## config.mk

```make
export PLATFORM = sky130hd
export DESIGN_NAME = muldiv_unit
export DESIGN_NICKNAME = d
export VERILOG_FILES = /design/src/rtl/muldiv_pkg.sv /design/src/rtl/muldiv_datapath.sv /design/src/rtl/muldiv_unit.sv
export SDC_FILE = /design/constraint.sdc
export NUM_CORES = 1
export LEC_CHECK = 0
export BUFFER_PORTS_ARGS = -buffer_cell sky130_fd_sc_hd__buf_2
export CORE_MARGIN = 1.5
export CORE_UTILIZATION = 30
export DETAILED_ROUTE_END_ITERATION = 16
export PLACE_DENSITY = 0.55
export SYNTH_ARGS = -nofsm -noshare
export SYNTH_HDL_FRONTEND = slang
export SYNTH_SLANG_ARGS = --single-unit
```

## constraint.sdc

```tcl
create_clock -name clk -period 4.75 [get_ports clk]
set_input_delay 0.2375 -clock clk [delete_from_list [all_inputs] [get_ports clk]]
set_output_delay 0.2375 -clock clk [all_outputs]
set_load 0.005 [all_outputs]
```

## src/rtl/muldiv_pkg.sv

```systemverilog
// rtl/muldiv_pkg.sv - shared encodings for the RV32M multiply/divide unit
package muldiv_pkg;

  localparam logic [6:0] OPCODE_RTYPE = 7'b0110011;
  localparam logic [6:0] FUNC7_MULDIV = 7'b0000001;

  typedef enum logic [2:0] {
    MD_MUL    = 3'b000,
    MD_MULH   = 3'b001,
    MD_MULHSU = 3'b010,
    MD_MULHU  = 3'b011,
    MD_DIV    = 3'b100,
    MD_DIVU   = 3'b101,
    MD_REM    = 3'b110,
    MD_REMU   = 3'b111
  } md_op_e;

  typedef enum logic [1:0] {
    MD_IDLE = 2'b00,
    MD_CALC = 2'b01,
    MD_FIX  = 2'b10,
    MD_DONE = 2'b11
  } md_state_e;

  function automatic logic op_is_div(input md_op_e op);
    return op[2];
  endfunction

endpackage

```

## src/rtl/muldiv_datapath.sv

```systemverilog
// rtl/muldiv_datapath.sv - operand regs, one-bit shift-add/subtract step, sign fix and result reg
module muldiv_datapath
  import muldiv_pkg::*;
#(
  parameter int XLEN = 32
) (
  input  logic            clk,
  input  logic            rst,
  input  logic            load,
  input  logic            step,
  input  logic            fix,
  input  logic [2:0]      func3,
  input  logic [XLEN-1:0] op_a,
  input  logic [XLEN-1:0] op_b,
  output logic            is_special,
  output logic [XLEN-1:0] result
);

  md_op_e            op_q, op_d;
  logic              neg_q, neg_d;
  logic [XLEN-1:0]   b_q, b_d;
  logic [2*XLEN-1:0] acc_q, acc_d;
  logic [XLEN-1:0]   result_q, result_d;

  md_op_e            op_in;
  logic              sa, sb, div_zero, overflow, neg_in;
  logic [XLEN-1:0]   mag_a, mag_b, special_res;
  logic [XLEN:0]     mul_sum, div_trial;
  logic [2*XLEN-1:0] mul_next, div_next, prod_fix;
  logic [XLEN-1:0]   quo_fix, rem_fix;

  assign op_in = md_op_e'(func3);

  always_comb begin
    sa = op_a[XLEN-1] && (op_in inside {MD_MUL, MD_MULH, MD_MULHSU, MD_DIV, MD_REM});
    sb = op_b[XLEN-1] && (op_in inside {MD_MUL, MD_MULH, MD_DIV, MD_REM});
    mag_a = sa ? (~op_a + 1'b1) : op_a;
    mag_b = sb ? (~op_b + 1'b1) : op_b;
    // Remainder follows the dividend; quotient and product follow sign_a ^ sign_b.
    neg_in = (op_in == MD_REM) ? sa : (sa ^ sb);

    div_zero = op_is_div(op_in) && (op_b == '0);
    overflow = (op_in inside {MD_DIV, MD_REM}) &&
               (op_a == {1'b1, {(XLEN-1){1'b0}}}) && (op_b == '1);
    is_special = div_zero || overflow;
    if (div_zero)
      special_res = func3[1] ? op_a : '1;
    else
      special_res = (op_in == MD_REM) ? '0 : op_a;
  end

  always_comb begin
    // Multiply: multiplier sits in acc low half and is consumed LSB first.
    mul_sum  = {1'b0, acc_q[2*XLEN-1:XLEN]} + (acc_q[0] ? {1'b0, b_q} : '0);
    mul_next = {mul_sum, acc_q[XLEN-1:1]};

    // Restoring divide: acc = {remainder, dividend/quotient}.
    div_trial = acc_q[2*XLEN-1:XLEN-1] - {1'b0, b_q};
    if (div_trial[XLEN])
      div_next = {acc_q[2*XLEN-2:0], 1'b0};
    else
      div_next = {div_trial[XLEN-1:0], acc_q[XLEN-2:0], 1'b1};

    prod_fix = neg_q ? (~acc_q + 1'b1) : acc_q;
    quo_fix  = neg_q ? (~acc_q[XLEN-1:0] + 1'b1) : acc_q[XLEN-1:0];
    rem_fix  = neg_q ? (~acc_q[2*XLEN-1:XLEN] + 1'b1) : acc_q[2*XLEN-1:XLEN];
  end

  always_comb begin
    op_d     = op_q;
    neg_d    = neg_q;
    b_d      = b_q;
    acc_d    = acc_q;
    result_d = result_q;
    if (load) begin
      if (is_special) begin
        result_d = special_res;
      end else begin
        op_d  = op_in;
        neg_d = neg_in;
        b_d   = op_is_div(op_in) ? mag_b : mag_a;
        acc_d = {{XLEN{1'b0}}, op_is_div(op_in) ? mag_a : mag_b};
      end
    end else if (step) begin
      acc_d = op_is_div(op_q) ? div_next : mul_next;
    end else if (fix) begin
      case (op_q)
        MD_MUL:                      result_d = prod_fix[XLEN-1:0];
        MD_MULH, MD_MULHSU, MD_MULHU: result_d = prod_fix[2*XLEN-1:XLEN];
        MD_DIV, MD_DIVU:             result_d = quo_fix;
        default:                     result_d = rem_fix;
      endcase
    end
  end

  always_ff @(posedge clk) begin
    if (rst) begin
      op_q     <= MD_MUL;
      neg_q    <= 1'b0;
      b_q      <= '0;
      acc_q    <= '0;
      result_q <= '0;
    end else begin
      op_q     <= op_d;
      neg_q    <= neg_d;
      b_q      <= b_d;
      acc_q    <= acc_d;
      result_q <= result_d;
    end
  end

  assign result = result_q;

endmodule

```

## src/rtl/muldiv_unit.sv

```systemverilog
// rtl/muldiv_unit.sv - iterative RV32M multiply/divide unit: FSM, iteration counter, handshake
module muldiv_unit
  import muldiv_pkg::*;
#(
  parameter int XLEN = 32
) (
  input  logic            clk,
  input  logic            rst,
  input  logic            start,
  input  logic [2:0]      func3,
  input  logic [XLEN-1:0] op_a,
  input  logic [XLEN-1:0] op_b,
  input  logic            flush,
  output logic            ready,
  output logic            busy,
  output logic            done,
  output logic [XLEN-1:0] result
);

  localparam int CNT_W = $clog2(XLEN + 1);

  md_state_e        state_q, state_d;
  logic [CNT_W-1:0] cnt_q, cnt_d;
  logic             accept, is_special;

  assign ready  = (state_q == MD_IDLE) || (state_q == MD_DONE);
  assign busy   = (state_q == MD_CALC) || (state_q == MD_FIX);
  assign done   = (state_q == MD_DONE);
  assign accept = start && ready && !flush;

  always_comb begin
    state_d = state_q;
    cnt_d   = cnt_q;
    if (flush) begin
      state_d = MD_IDLE;
    end else begin
      case (state_q)
        MD_IDLE, MD_DONE: begin
          state_d = MD_IDLE;
          if (start) begin
            if (is_special) begin
              state_d = MD_DONE;
            end else begin
              state_d = MD_CALC;
              cnt_d   = CNT_W'(XLEN);
            end
          end
        end
        MD_CALC: begin
          cnt_d = cnt_q - 1'b1;
          if (cnt_q == CNT_W'(1)) state_d = MD_FIX;
        end
        MD_FIX:  state_d = MD_DONE;
        default: state_d = MD_IDLE;
      endcase
    end
  end

  always_ff @(posedge clk) begin
    if (rst) begin
      state_q <= MD_IDLE;
      cnt_q   <= '0;
    end else begin
      state_q <= state_d;
      cnt_q   <= cnt_d;
    end
  end

  // A flush landing in FIX must not overwrite the previously delivered result.
  muldiv_datapath #(.XLEN(XLEN)) u_datapath (
    .clk        (clk),
    .rst        (rst),
    .load       (accept),
    .step       ((state_q == MD_CALC) && !flush),
    .fix        ((state_q == MD_FIX) && !flush),
    .func3      (func3),
    .op_a       (op_a),
    .op_b       (op_b),
    .is_special (is_special),
    .result     (result)
  );

endmodule

```

Word level (Yosys, flattened, before mapping)
Cells that the tools add are included.
- register bits after elaboration: 140
- word-level logic and storage cells: 104
- input bits: 71
- output and inout port bits: 35
- add/sub/neg operators: 8
- bitwise gates (word level): 8
- muxes and demuxes: 29
- eq/ne operators: 21
- reductions and logical operators: 31
- operators by type and width (cell ; count):
    $mux W32 ; 14
    $mux W64 ; 6
    $add A32 B1 Y32 const B ; 4
    $not A32 Y32 ; 4
    $pmux W32 S3 ; 1
    $add A64 B1 Y64 const B ; 1
    $eq A32 B32 Y1 const B ; 2
    $not A64 Y64 ; 1
    $add A32 B33 Y33 ; 1
    $sub A33 B32 Y33 ; 1
    $logic_not A32 Y1 ; 1
    $eq A3 B3 Y1 const B ; 4
    $mux W6 ; 2
    $pmux W6 S2 ; 1
    $ne A2 B2 Y1 const B ; 5
    $eq A3 B2 Y1 const B ; 3
    $logic_and A1 B1 Y1 ; 9
    $reduce_bool A2 Y1 ; 4
    $eq A3 B1 Y1 const B ; 2
    $eq A6 B1 Y1 const B ; 1
    $logic_not A3 Y1 ; 2
    $mux W2 ; 3
    $pmux W2 S3 ; 1
    $reduce_or A2 Y1 ; 3
    other kinds (16) ; 21

Longest topological paths before layout
Gate-level depths: netlist of run 1.
- word-level depth: 8
- depth in mapped cells: 14
- gate-level depth less buffers: 13

Cells and area by module
A second synthesis of run 1 with hierarchy kept.
- cells, all modules: 2151
- area total of the unflattened synthesis: 15050.7 um2
- by module, submodules not included (module ; times used ; seq. area each (um2) ; area an instance (um2) ; cells each):
    muldiv_datapath ; 1 ; 2642.5 ; 14556.5 ; 2087
    muldiv_unit ; 1 ; 160.2 ; 494.2 ; 64

Least setup slack after synthesis of run 1
Ideal clock, no wire load.
- path kind: reg-to-reg
- start: register u_datapath.acc_q[32]
- end: register u_datapath.acc_q[40]
- data required time: 4618 ps
- cell stages (with the launch flop): 14
- period minus slack after synthesis: 3451 ps
- library setup time: 132 ps
- arrival: 3319 ps
- setup slack: 1299 ps
- buffers on the path: 2
- cell sequence: dfxtp_1 -> clkbuf_1 -> inv_1 -> fa_1 -> nand2b_1 -> a21o_1 -> a311o_1 -> nor4b_2 -> o2111a_1 -> a211oi_1 -> buf_2 -> mux2_2 -> a21oi_1 -> nor3_1
- word-level cells in the longest chain between the ends: 5
- elaborated cells on any way between the ends: 6
- classes of those cells: add/sub (2); mux (4)
- ends and longest elaborated chain (what ; RTL line ; RTL):
    start: declaration ; muldiv_datapath.sv:22 ; logic [2*XLEN-1:0] acc_q, acc_d;
    start signal: assignment ; muldiv_datapath.sv:101 ; acc_q <= '0;
    start signal: assignment ; muldiv_datapath.sv:107 ; acc_q <= acc_d;
    $sub A33 B32 Y33 ; muldiv_datapath.sv:58 ; div_trial = acc_q[2*XLEN-1:XLEN-1] - {1'b0, b_q};
    $mux W64 ; muldiv_datapath.sv:59 ; if (div_trial[XLEN])
    $mux W64 (*) ; muldiv_datapath.sv:85 ; acc_d = op_is_div(op_q) ? div_next : mul_next;
    $mux W64 (*) ; muldiv_datapath.sv:84 ; end else if (step) begin
    $mux W64 (*) ; muldiv_datapath.sv:75 ; if (load) begin
Mark *: on every way between the ends. The rest lies on a longest branch, timed or not. The select of a mux whose other input is x is not followed.
A chain may end at the register's enable or synchronous reset.

Final worst setup path of run 1
- start: register u_datapath.acc_q[32]
- end: register u_datapath.acc_q[63]
Same word-level chain as after synthesis.

==> results of run 1 <==
## power by group
group	switching [mW]	internal (mW)
Combinational	0.863	0.458
Clock	0.636	0.863
Sequential	0.0803	1.23
Total	1.58	2.55
## state kept, by name, indices dropped and copies added, names as in the netlist
register,flops
u_datapath.acc_q,64
u_datapath.neg_q,1
u_datapath.op_q,3
state_q,2
cnt_q,6
u_datapath.result,32
u_datapath.b_q,32
## logic make-up (layout without fill, tap and decap cells)
logic type	count (synthesis)	count (layout)
compound gates	716	716
xor+xnor	170	170
fa+ha+maj	77	77
buf+inv	231	250
flops	140	140
mux	67	67
simple gates	751	751
## critical path, delay by kind of cell (launching register included)
| family | cells | cell delay (ns) |
|---|---|---|
| compound gates | 8 | 2.49 |
| fa+ha+maj | 2 | 0.70 |
| buf+inv | 1 | 0.07 |
| simple gates | 1 | 0.19 |
| flops | 1 | 0.56 |
## cells in the final DEF (no fill, tap or decap), types with 8 or more instances in the layout
cell       synthesis  routed
nand3_1           35      35
xor2_1            83      83
a21oi_1          250     250
nor4_1            18      18
o221ai_1          11      11
nand2_1          188     188
dfxtp_1          140     138
o31ai_1           29      29
nor2b_1            9       9
ha_1              75      75
and3_1            11      11
and2_1            18      18
a21o_1            14      14
inv_1             75      75
mux2i_1           61      61
or2_2              8       8
nand2b_1          20      19
buf_4              0      38
clkbuf_16          0      17
a211o_1           10      10
xnor2_1           87      87
nand4_1           25      25
o31a_1             8       8
o21ai_0          150     150
or4_1             14      14
a31oi_1           27      27
nor2_1           268     266
o41ai_1           10      10
o21a_1            13      13
a211oi_1          42      41
or3_1             21      21
o22ai_1           25      25
o211ai_1          30      30
a221oi_1          10      10
buf_2             24     104
nor3_1            84      84
a311oi_1          12      12
a22oi_1           20      20
## per-layer routing
layer,track usage [%],vias to the layer above,wire length (um)
met2,36.7,759,27100
met5,0,-,0
met1,31.0,7872,26200
li1,-,7851,-
met3,4.80,124,5170
met4,11.6,0,2810
## area by class of cell
type | count | share of cell area (%)
Sequential cell | 140 | 17.0
Timing Repair Buffer | 143 | 4.99
Clock buffer | 18 | 2.65
Inverter | 75 | 1.70
Multi-Input combinational cell | 1781 | 67.5
Clock inverter | 14 | 1.19
Tap cell | 664 | 5.02
## final timing paths
path	from	to	cells after the start
worst max-delay path	u_datapath.acc_q[32]	u_datapath.acc_q[63]	12
worst min-delay path	flush	state_q[0]	2
worst max register to register	u_datapath.acc_q[32]	u_datapath.acc_q[63]	12
worst min register to register	u_datapath.b_q[30]	u_datapath.b_q[30]	2
==> reports/metrics.cfg, run 1 <==
[timing]
clock_skew_ns=0.0181
setup_viol=0
hold_ws_ns=0.104
fmax_ghz=0.244
slew_viol_final=0
fin_crit_ns=4.10
grt_setup_unrepaired=no
setup_slack_ns=0.652
hold_viol_final=0
max-slew-margin-rel_pct=30.7
post-route-period-util_pct=86.3
tns_ns=0
worst_pin_slew_ns=1.04

[clock_tree]
cts_root_buf=clkbuf_16
cts-htree-levels=4
numCtsBuffers=17
clk_latency_ns=0.46
cts_tree=yes
cts.repair.resized=0
post-cts-setup-buffers=0
cts_hold_buf=0
clk_pin_slew_ns=0.07
clock_sinks=140
clockBufferDepth=2

[routing]
drc=0
finalWirelength_mm=61.2
wl_per_cell_um=21.6
antenna_left=0
vias_per_cell=5.86
drtIter0Drc=1955
drt_first_pass_iters=6
vias=16600

[floorplanning]
num_rows=81
die_height_um=225
pin_count=106
initial_core_util_pct=30.4
core_um2=48800
die_area_um2=50800
dieWidth_um=225

[worst_setup_path]
path_cells=ha_1 -> inv_1 -> fa_1 -> nand2b_1 -> a21oi_1 -> o21ai_0 -> a311oi_1 -> o211ai_1 -> a311oi_1 -> a31oi_1 -> o21a_1 -> a311oi_1
crit_fanout=11
arrival_ns=4.46
start_kind=flop
reg2reg_slack_ns=0.65
path_common_cell=a311oi_1
end_kind=flop
path_class=reg -> reg
slowest_stage=a311oi_1
critPathRequiredTime_ns=5.11
cpPeakStageDelay_ns=0.62

[yosys]
synth_compound_area_share_pct=30.1
synthesis.nets=2300
synthXorXnorAreaFrac_pct=10.0
synth_fa_ha_area_share_pct=6.59
synthesis.area_um2=14800
synth_top_cell_by_area=dfxtp_1
avgSynthCellArea_um2=6.90
synth_top_area_share_pct=18.9
synth_top_family_by_area=compound AO/OA/AOI/OAI gates
yosysWarnings=0
synthTopCellsByCount=nor2_1, a21oi_1, nand2_1, o21ai_0, dfxtp_1
synth_flop_cell=dfxtp_1
yosysUniqueCellTypes=81
synth_edf_count=0
muxShareOfSynthArea_pct=4.57
yosys.area_share.simple_pct=23.8
ys_seq_elements=140
syn_inst=2152
synthArstFlopShare_pct=0
synth_most_common_cell=nor2_1
synthTopCellsByArea=dfxtp_1, a21oi_1, nor2_1
ys_seq_area_share_pct=18.9

[min_path]
hold_class=in -> reg

[pwr]
powerDensity_nw_per_um2=249
power_mw=4.13
ir_drop_uv=165
p_leak_nw=6.41

[global_route]
grt_pass1_vias=15300
grt_usage_pct=23.6
grt_overflow=0
grt_start_max_net_pins=81
grt_pass1_wl_mm=91.8
antenna_found_initial=0

[placement]
dp_cells=2803
portBuffers=105
gp_congestion=0.995
placed_area_um2=15900
hpwlAfterDp_mm=47.0
place_ws_ns=0.781

[finish]
antennaDiodeCount=0
nets=2306
multi_input_area_um2=11200
design_area_um2=16500
finalNonFillerCells=2835
seq_area_um2=2810
num-fill-cells=5385
area_delta_synth_final_pct=11.4
utilization_pct=33.9
layout-drive-gt1-share_pct=9.67

[job]
cap_violations=0

[status]
status=finished clean

(Power assumes the default switching activity.)
==> run 2, diff against run 1 <==
--- a/config.mk
+++ b/config.mk
@@ -5,11 +5,13 @@
 export SDC_FILE = /design/constraint.sdc
 export NUM_CORES = 1
 export LEC_CHECK = 0
-export BUFFER_PORTS_ARGS = -buffer_cell sky130_fd_sc_hd__buf_2
+export ABC_AREA = 1
+export CORE_ASPECT_RATIO = 1.2
 export CORE_MARGIN = 1.5
 export CORE_UTILIZATION = 30
 export DETAILED_ROUTE_END_ITERATION = 16
-export PLACE_DENSITY = 0.55
+export DONT_BUFFER_PORTS = 1
+export PLACE_DENSITY = 0.54
 export SYNTH_ARGS = -nofsm -noshare
 export SYNTH_HDL_FRONTEND = slang
 export SYNTH_SLANG_ARGS = --single-unit
==> run 2 against run 1 <==
Compared with the run above: critical path depth grew 7; via count rose by 34%; non-clock buffer count is 105 lower; global-route usage is 2.9 points higher; register-to-register slack better by 0.65 ns; synthesized area rose by 23%; hold slack worse by 0.086 ns; worst setup slack better by 0.65 ns; combinational power rose by 23%; wire length up 38%; fmax up 19%; largest power group is now combinational cells; highest routed layer is now met5.
==> reports/metrics.cfg, run 2 <==
[status]
status=finished clean

[routing]
drc=0
vias_per_cell=5.27
wl_per_cell_um=19.9
finalWirelength_mm=84.3
antenna_left=0
top_layer_used=met5
wl_met3_mm=6.10
drt-met1-wl_mm=31.7
drt_first_pass_iters=6
wl_met2_mm=39.4
drtIter0Drc=2197
vias=22300

[timing]
post-route-period-util_pct=72.6
setup_viol=0
tns_ns=0
fmax_ghz=0.290
max-slew-margin-rel_pct=22.9
clock_skew_ns=0.0194
worst_pin_slew_ns=1.15
hold_viol_final=0
grt_setup_unrepaired=no
slew_viol_final=0
fin_crit_ns=3.45

[floorplanning]
num_rows=98
core_um2=59800
die_height_um=273
initial_core_util_pct=30.5
pin_count=106
dieWidth_um=228
die_area_um2=62300

[yosys]
synth_edf_count=0
synthTopCellsByCount=nand2_1, inv_1, nor2_1, nand3_1, a21oi_1
ys_seq_area_share_pct=15.4
avgSynthCellArea_um2=5.22
synth_most_common_cell=nand2_1
syn_inst=3495
ys_seq_elements=140
synthTopCellsByArea=nand2_1, dfxtp_1, inv_1
synth_flop_cell=dfxtp_1
synth_top_cell_by_area=nand2_1
synthesis.area_um2=18200
yosysUniqueCellTypes=48
synthesis.nets=3643
synthArstFlopShare_pct=0
synth_top_area_share_pct=24.7
yosysWarnings=0

[finish]
multi_input_area_um2=13000
utilization_pct=32.7
area_delta_synth_final_pct=7.13
top_register=u_datapath.acc_q
num-fill-cells=7021
layout-drive-gt1-share_pct=3.26
nets=3571
seq_area_um2=2810
final_common_cell=nand2_1
mostFrequentLayoutCells=nand2_1, inv_1, nor2_1
largest_reg_flops=64

[global_route]
grt_start_max_net_pins=76
antenna_found_initial=2
grt_pass1_wl_mm=127
grt_usage_pct=26.5
grt_pass1_vias=20900
grt_overflow=0

[placement]
gp_congestion=1.03
portBuffers=0
hpwlAfterDp_mm=68.2

[min_path]
hold_end=u_datapath.b_q[17]
hold_class=in -> reg
worstHoldStart=func3[2]
holdPathStages=3

[clock_tree]
clk_latency_ns=0.46
numCtsBuffers=17
clock_sinks=140
cts_tree=yes
cts.repair.resized=0
cts-htree-levels=4
clockBufferDepth=2
cts_root_buf=clkbuf_16
clk_pin_slew_ns=0.07

[worst_setup_path]
start_kind=flop
path_class=reg -> reg
reg2reg_slack_ns=1.30
crit_start=u_datapath.acc_q[31]
arrival_ns=3.79
critPathRequiredTime_ns=5.09
end_kind=flop
r2r-start=u_datapath.acc_q[31]
crit_fanout=30
ff2ff_path_depth=19
reg2reg_to=u_datapath.acc_q[62]

[job]
cap_violations=0

[pwr]
powerDensity_nw_per_um2=220
ir_drop_uv=281
p_leak_nw=9.92

run 2: area by class of cell:
| class | instances | share of cell area, % |
|---|---|---|
| Timing Repair Buffer | 38 | 1.61 |
| Sequential cell | 140 | 14.4 |
| Inverter | 483 | 9.28 |
| Antenna cell | 2 | 0.0256 |
| Multi-Input combinational cell | 2743 | 66.7 |
| Clock buffer | 19 | 2.22 |
| Tap cell | 800 | 5.12 |
| Clock inverter | 11 | 0.634 |
run 2: stage by stage:
step	worst slack (ns)	cell area, um2	cells	total power [mW]	hold WS, ns
finish	1.30	19500	4236	4.31	0.0185
global route	1.01	19500	4236	4.52	0.0194
CTS	1.33	19500	4234	4.27	0.00620
detailed placement	1.36	18900	4199	2.93	0.318
global placement	1.35	18900	4199	2.93	0.318
floorplan	2.23	18200	3495	2.44	0.396
run 2: where the power goes:
part	internal (mW)	switching [mW]	leakage (nW)
Combinational	0.458	1.16	8.51
Sequential	1.24	0.104	1.14
Clock	0.766	0.579	0.265
Total	2.47	1.84	9.92
run 2: cells by family after synthesis:
logic type / after synthesis / share of synthesized area, %
AOI/OAI and AO/OA: 571 / 16.6
xor gates and xnor gates: 73 / 3.51
adders and majority gates: 77 / 5.36
buffers and inverters: 612 / 13.2
DFF: 140 / 15.4
and+or+nand+nor: 2022 / 45.9
run 2: worst max path at each step:
| stage | endpoint | slack (ns) |
|---|---|---|
| global route | u_datapath.acc_q[59] | 1.01 |
| floorplan | u_datapath.acc_q[61] | 2.23 |
| CTS | u_datapath.acc_q[62] | 1.33 |
| global placement | u_datapath.acc_q[62] | 1.35 |
| finish | u_datapath.acc_q[62] | 1.30 |
| detailed placement | u_datapath.acc_q[62] | 1.36 |
run 2: timing repair:
action	4_1_cts	5_1_grt
hold buffers	5	0
setup buffers	0	0
endpoints found under the hold margin	78	0
run 2: worst max-delay path, stage by stage, from the launching register on:
cell,delay (ns)
dfxtp_1,0.49
inv_1,0.10
ha_1,0.24
fa_1,0.42
inv_1,0.09
nand2_1,0.05
nand2_1,0.07
nand3_1,0.06
nand2_1,0.17
nand2_1,0.07
nand2_1,0.10
nand2_1,0.09
nand2_1,0.08
nand2_1,0.05
nand2_1,0.84
nand2_1,0.11
nand2_1,0.11
nand2_1,0.05
nand2_1,0.08
a21oi_1,0.05
run 2: routing by layer:
layer | track usage [%] | vias to the layer above
met3 | 4.34 | 282
met2 | 45.6 | 988
met1 | 29.6 | 10000
met4 | 19.7 | 2
li1 | - | 11000
met5 | 0 | -
